===== src/rtl/pwl_rng_pkg.sv =====
// Shared encodings and default constants for the piecewise-linear chaotic RNG.
package pwl_rng_pkg;

   typedef enum logic [1:0] {
      ModeSkew    = 2'b00,
      ModeTent    = 2'b01,
      ModeShift   = 2'b10,
      ModeSkewAlt = 2'b11
   } mode_e;

   typedef enum logic [1:0] {
      StIdle = 2'b00,
      StCalc = 2'b01,
      StDone = 2'b10
   } state_e;

   localparam logic [15:0] DefaultSeed    = 16'hACE1;
   localparam logic [15:0] DefaultPerturb = 16'h9E37;

endpackage


===== src/rtl/pwl_divider.sv =====
// Restoring divider, one quotient bit per cycle.
// quotient = floor(dividend * 2^WIDTH / divisor); requires dividend < divisor.
module pwl_divider #(
   parameter int unsigned WIDTH = 16
) (
   input  logic             clk_i,
   input  logic             rst_i,
   input  logic             start,
   input  logic [WIDTH-1:0] dividend,
   input  logic [WIDTH-1:0] divisor,
   output logic             done,
   output logic [WIDTH-1:0] quotient
);

   localparam int unsigned CntW = $clog2(WIDTH + 1);

   logic [WIDTH-1:0] rem_q, rem_d;
   logic [WIDTH-1:0] dsr_q, dsr_d;
   logic [WIDTH-2:0] quo_q, quo_d;
   logic [CntW-1:0]  cnt_q, cnt_d;
   logic [WIDTH:0]   trial;
   logic [WIDTH:0]   diff;
   logic             fits;

   always_comb begin
      trial = {rem_q, 1'b0};
      diff  = trial - {1'b0, dsr_q};
      fits  = (trial >= {1'b0, dsr_q});
      rem_d = rem_q;
      dsr_d = dsr_q;
      quo_d = quo_q;
      cnt_d = cnt_q;
      if (start) begin
         rem_d = dividend;
         dsr_d = divisor;
         quo_d = '0;
         cnt_d = CntW'(WIDTH);
      end else if (cnt_q != '0) begin
         // Remainder stays below the divisor, so it always fits in WIDTH bits.
         rem_d = fits ? diff[WIDTH-1:0] : trial[WIDTH-1:0];
         quo_d = {quo_q[WIDTH-3:0], fits};
         cnt_d = cnt_q - CntW'(1);
      end
   end

   always_ff @(posedge clk_i or posedge rst_i) begin
      if (rst_i) begin
         rem_q <= '0;
         dsr_q <= '0;
         quo_q <= '0;
         cnt_q <= '0;
      end else begin
         rem_q <= rem_d;
         dsr_q <= dsr_d;
         quo_q <= quo_d;
         cnt_q <= cnt_d;
      end
   end

   // Final bit is presented combinationally so the caller can commit on the last step.
   assign done     = (cnt_q == CntW'(1));
   assign quotient = {quo_q, fits};

endmodule


===== src/rtl/pwl_chaos_rng.sv =====
// Chaotic-map RNG: skew tent (divider based), tent and Bernoulli shift on a Q0.WIDTH state,
// with a guard that kicks the orbit off fixed points and zero.
module pwl_chaos_rng
   import pwl_rng_pkg::*;
#(
   parameter int unsigned WIDTH        = 16,
   parameter int unsigned OUT_W        = 8,
   parameter logic [31:0] DEFAULT_SEED = 32'(DefaultSeed),
   parameter logic [31:0] PERTURB      = 32'(DefaultPerturb)
) (
   input  logic             clk_i,
   input  logic             rst_i,
   input  logic             start_i,
   input  logic             seed_load_i,
   input  logic [WIDTH-1:0] seed_i,
   input  logic [WIDTH-1:0] p_i,
   input  logic [1:0]       mode_i,
   output logic             ready_o,
   output logic             valid_o,
   output logic [OUT_W-1:0] rand_o
);

   localparam logic [WIDTH-1:0] SeedW    = DEFAULT_SEED[WIDTH-1:0];
   localparam logic [WIDTH-1:0] PerturbW = PERTURB[WIDTH-1:0];
   localparam logic [WIDTH-1:0] Half     = {1'b1, {(WIDTH-1){1'b0}}};

   state_e           state_q, state_d;
   logic [WIDTH-1:0] x_q, x_d;
   logic [OUT_W-1:0] rand_q, rand_d;
   logic [WIDTH-1:0] x_new, p_eff;
   logic             commit;
   logic             div_start, div_done;
   logic [WIDTH-1:0] div_dividend, div_divisor, div_quotient;

   function automatic logic [WIDTH-1:0] guard(input logic [WIDTH-1:0] nxt,
                                              input logic [WIDTH-1:0] old);
      return (nxt == '0 || nxt == old) ? (nxt ^ PerturbW) : nxt;
   endfunction

   pwl_divider #(
      .WIDTH(WIDTH)
   ) u_div (
      .clk_i   (clk_i),
      .rst_i   (rst_i),
      .start   (div_start),
      .dividend(div_dividend),
      .divisor (div_divisor),
      .done    (div_done),
      .quotient(div_quotient)
   );

   always_comb begin
      state_d      = state_q;
      x_d          = x_q;
      x_new        = '0;
      commit       = 1'b0;
      div_start    = 1'b0;
      div_dividend = '0;
      div_divisor  = '0;
      p_eff        = (p_i == '0) ? Half : p_i;
      unique case (state_q)
         StIdle: begin
            if (seed_load_i) begin
               x_d = (seed_i == '0) ? SeedW : seed_i;
            end else if (start_i) begin
               unique case (mode_i)
                  ModeTent: begin
                     x_new  = x_q[WIDTH-1] ? {~x_q[WIDTH-2:0], 1'b0} : {x_q[WIDTH-2:0], 1'b0};
                     commit = 1'b1;
                  end
                  ModeShift: begin
                     x_new  = {x_q[WIDTH-2:0], 1'b0};
                     commit = 1'b1;
                  end
                  default: begin
                     // Right branch: ~x is 2^W-1-x and -p is 2^W-p, keeping dividend < divisor.
                     div_start = 1'b1;
                     if (x_q < p_eff) begin
                        div_dividend = x_q;
                        div_divisor  = p_eff;
                     end else begin
                        div_dividend = ~x_q;
                        div_divisor  = -p_eff;
                     end
                     state_d = StCalc;
                  end
               endcase
            end
         end
         StCalc: begin
            x_new = div_quotient;
            if (div_done) begin
               commit = 1'b1;
            end
         end
         StDone: state_d = StIdle;
         default: state_d = StIdle;
      endcase
      if (commit) begin
         x_d     = guard(x_new, x_q);
         state_d = StDone;
      end
      rand_d = x_d[WIDTH-1 -: OUT_W];
   end

   always_ff @(posedge clk_i or posedge rst_i) begin
      if (rst_i) begin
         state_q <= StIdle;
         x_q     <= SeedW;
         rand_q  <= SeedW[WIDTH-1 -: OUT_W];
      end else begin
         state_q <= state_d;
         x_q     <= x_d;
         rand_q  <= rand_d;
      end
   end

   assign ready_o = (state_q == StIdle);
   assign valid_o = (state_q == StDone);
   assign rand_o  = rand_q;

endmodule

===== config.mk =====
export PLATFORM = sky130hd
export DESIGN_NAME = pwl_chaos_rng
export DESIGN_NICKNAME = d
export VERILOG_FILES = /design/src/rtl/pwl_rng_pkg.sv /design/src/rtl/pwl_divider.sv /design/src/rtl/pwl_chaos_rng.sv
export SDC_FILE = /design/constraint.sdc
export NUM_CORES = 1
export LEC_CHECK = 0
export BUFFER_PORTS_ARGS = -buffer_cell sky130_fd_sc_hd__buf_2
export CAP_MARGIN = 25
export CORE_UTILIZATION = 30
export DETAILED_ROUTE_END_ITERATION = 6
export REMOVE_ABC_BUFFERS = 1
export SYNTH_ARGS = -nofsm -noshare
export SYNTH_HDL_FRONTEND = slang
export SYNTH_SLANG_ARGS = --single-unit

===== constraint.sdc =====
create_clock -name clk_i -period 4.2 [get_ports clk_i]
set_input_delay 0.21 -clock clk_i [delete_from_list [all_inputs] [get_ports clk_i]]
set_output_delay 0.21 -clock clk_i [all_outputs]
set_load 0.05 [all_outputs]

==> impl_metrics.env <==
export IMPL_cp_max_fo=7
export IMPL_ys_warnings_count=0
export IMPL_place_area_mm2=0.006870
export IMPL_cts_buffers_inserted=9
export IMPL_antenna_found_initial=0
export IMPL_drive_gt1_share_pct=12.98
export IMPL_wirelength_mm=20.86
export IMPL_synth_edf_count=0
export IMPL_critPathTopFamily="compound AO/OA/AOI/OAI gates"
export IMPL_gp_congestion=0.9863
export IMPL_grt_use_total_pct=19.37
export IMPL_r2r_end="x_q[4]$_DFFE_PP0P_"
export IMPL_clk_pin_slew_worst_paths_ns=0.06
export IMPL_max_slew_margin_rel_pct=37.68
export IMPL_p_clk_share_pct=12.3
export IMPL_p_leak_uw=0.003106
export IMPL_finClkSkew_ns=0.009325
export IMPL_reg2reg_depth=10
export IMPL_start_util_pct=30.58
export IMPL_fmax_ghz=0.2867
export IMPL_synth_main_ff_cell="dfrtp_1"
export IMPL_seqPwrFrac_pct=25.7
export IMPL_placed_cells=1113
export IMPL_post_cts_setup_buffers=0
export IMPL_synth_avg_cell_area_um2=7.684
export IMPL_period_share_pct=83.04
export IMPL_slowest_delay_ns=0.69
export IMPL_grt_max_degree=38
export IMPL_power_internal_uw=3357
export IMPL_cpMostUsedCell="a21oi_1"
export IMPL_regArea_mm2=0.001762
export IMPL_outcome="completed"
export IMPL_stdcell_count=1130
export IMPL_design_area_mm2=0.007219
export IMPL_p_switching_uw=3368
export IMPL_dr_first_iter_drc_count=678
export IMPL_slowest_stage="or4_1"
export IMPL_grt_remaining_overflow=0
export IMPL_cts_tree="built"
export IMPL_setup_viol=0
export IMPL_post_cts_resized=0
export IMPL_critPathKind="reg2reg"
export IMPL_worst_slew_pin_transition_ns=0.9338
export IMPL_cts_max_path_buffers=2
export IMPL_p_per_area_mw_per_mm2=931.6
export IMPL_hold_buffers=0
export IMPL_cts_htree_levels=3
export IMPL_drtAntennaViolNets=0
export IMPL_ys_seq_area_share_pct=27.49
export IMPL_fp_dieW_um=148.2
export IMPL_rsz0062_at_grt="false"
export IMPL_drc=0
export IMPL_hold_viol=0
export IMPL_pwr_share_comb_pct=62.0
export IMPL_area_delta_synth_final_pct=12.65
export IMPL_cp_required_ns=4.37
export IMPL_grt_pass1_wl_mm=33.13
export IMPL_worst_setup_path_end_kind="register"
export IMPL_grt_pass1_vias=6073
export IMPL_pin_count=48
export IMPL_finalPower_uw=6725
export IMPL_wl_per_cell_um=18.46
export IMPL_ys_types=72
export IMPL_hold_path_class="in2async"
export IMPL_multiInputGateArea_mm2=0.004165
export IMPL_antenna_cells=0
export IMPL_rrSetupSlack_ns=0.71
export IMPL_clkLatencyLatePin_ns=0.34
export IMPL_std_cell_rows=53
export IMPL_crit_chain="ha_1 > a21oi_1 > o21ai_0 > a221o_1 > o311ai_0 > buf_4 > a21oi_1 > or4_1 > a21oi_1 > a311oi_1"
export IMPL_clkSinkCount=70
export IMPL_synthArstFlopShare_pct=100.0
export IMPL_final_nets=927
export IMPL_timing_rr_start="u_div.rem_q[7]$_DFFE_PP0P_"
export IMPL_arrival_ns=3.66
export IMPL_dp_final_hpwl_mm=15.73
export IMPL_fin_crit_ns=3.488
export IMPL_io_buffers=47
export IMPL_fillers=2255
export IMPL_dieArea_mm2=0.02195
export IMPL_critPathLaunchType="register"
export IMPL_ys_ff_latch=70
export IMPL_die_y_um=148.2
export IMPL_slew_violations=0
export IMPL_via_count=6417
export IMPL_core_area_mm2=0.02096
export IMPL_worst_path_buf_inv=1
export IMPL_worst_ir_drop_vdd_mv=0.2696
export IMPL_final_common_cell="nand2_1"
export IMPL_syn_inst=834
export IMPL_final_cell_mix="95 x nand2_1, 69 x a21oi_1, 62 x dfrtp_1, 61 x o21ai_0, 51 x inv_1"
export IMPL_vias_per_cell=5.679
export IMPL_firstDrtPassIters=5
export IMPL_synth_cell_area_mm2=0.006409
export IMPL_root_buffer="clkbuf_16"
export IMPL_maxCapViolCount=0
export IMPL_p_sw_share_pct=50.08
==> power groups by stage <==
stage	Sequential (µW)	Clock, µW	Combinational (µW)
after global placement	1700	0	4060
after global routing	1770	871	4630
after CTS	1700	844	4130
after floorplan	1580	0	3000
after detailed placement	1710	0	4100
final	1730	827	4170
==> cell families (layout without fill, tap and decap cells) <==
group           Yosys count  in the layout  synth area share (%)
compound gates          284            284                 29.27
xor+xnor                 34             34                 4.647
fa+ha+maj                39             39                 7.731
buf+inv                 118            139                 7.790
flops                    70             70                 27.49
mux                       6              6                0.9762
simple gates            283            283                 22.10
==> area by class of cell <==
class | count | area share (%)
inverters | 53 | 2.756
clock inverters | 6 | 1.179
flip-flops and latches | 70 | 24.40
well taps | 275 | 4.766
multi-input cells | 646 | 57.69
clock buffers | 10 | 3.310
repair buffers | 70 | 5.893
==> how the worst max path moves through the flow <==
stage,from,end,slack (ns),depth (start not counted)
after floorplan,p_i[7],u_div.dsr_q[3]$_DFFE_PP0P_,-0.12,11
after global placement,u_div.dsr_q[8]$_DFFE_PP0P_,x_q[4]$_DFFE_PP0P_,0.78,11
after detailed placement,u_div.rem_q[7]$_DFFE_PP0P_,x_q[4]$_DFFE_PP0P_,0.77,10
after CTS,u_div.rem_q[7]$_DFFE_PP0P_,x_q[4]$_DFFE_PP0P_,0.71,10
after global routing,u_div.rem_q[7]$_DFFE_PP0P_,x_q[4]$_DFFE_PP0P_,0.51,10
final,u_div.rem_q[7]$_DFFE_PP0P_,x_q[4]$_DFFE_PP0P_,0.71,10
==> stage by stage <==
step	hold WS [ns]	worst slack [ns]	TNS, ns	util [%]
after global placement	0.4149	0.7788	0	32.79
final	0.03236	0.7122	0	34.45
after detailed placement	0.4205	0.7658	0	32.79
after global routing	0.1070	0.5057	0	34.45
after CTS	0.06024	0.7076	0	34.33
after floorplan	0.3442	-0.1172	-1.304	-
==> per-layer routing <==
| layer | share of wire [%] | wire, µm | global-route usage, % | up-vias |
|---|---|---|---|---|
| met1 | 45 | 9288 | 26.16 | 3036 |
| met3 | 6.4 | 1335 | 3.374 | 52 |
| met2 | 46 | 9566 | 30.38 | 258 |
| li1 | - | - | - | 3071 |
| met4 | 3.2 | 668 | 8.144 | 0 |
| met5 | 0 | 0 | 0 | - |
==> flip-flops by register name, summed over array words and instances (netlist names) <==
name and cells:
u_div.dsr_q 16, state_q 2, u_div.cnt_q 5, u_div.quo_q 15, x_q 16, u_div.rem_q 16
==> cell usage after synthesis, drive strengths merged (5+ instances only) <==
master,count,area (µm²)
nand2,95,356.6
a21oi,69,345.3
o21ai,65,325.3
dfrtp,62,1551
inv,52,195.2
nor2,51,198.9
clkbuf,47,176.4
ha,38,475.5
xnor2,22,192.7
a211oi,21,157.7
o22ai,21,131.4
nor3,19,95.09
buf,18,123.9
nor4,18,112.6
a21o,17,127.6
a31oi,17,106.4
nand2b,17,106.4
nand3,14,70.07
and3,12,75.07
nor2b,12,75.07
xor2,12,105.1
nand4,11,68.82
or3,10,62.56
dfstp,8,210.2
a22oi,7,52.55
a311oi,7,61.31
and2,7,43.80
a21boi,6,45.04
a221oi,6,52.55
o211ai,6,45.04
o21a,6,45.04
a2111oi,5,81.33
or4,5,37.54
(Power assumes the default switching activity.)
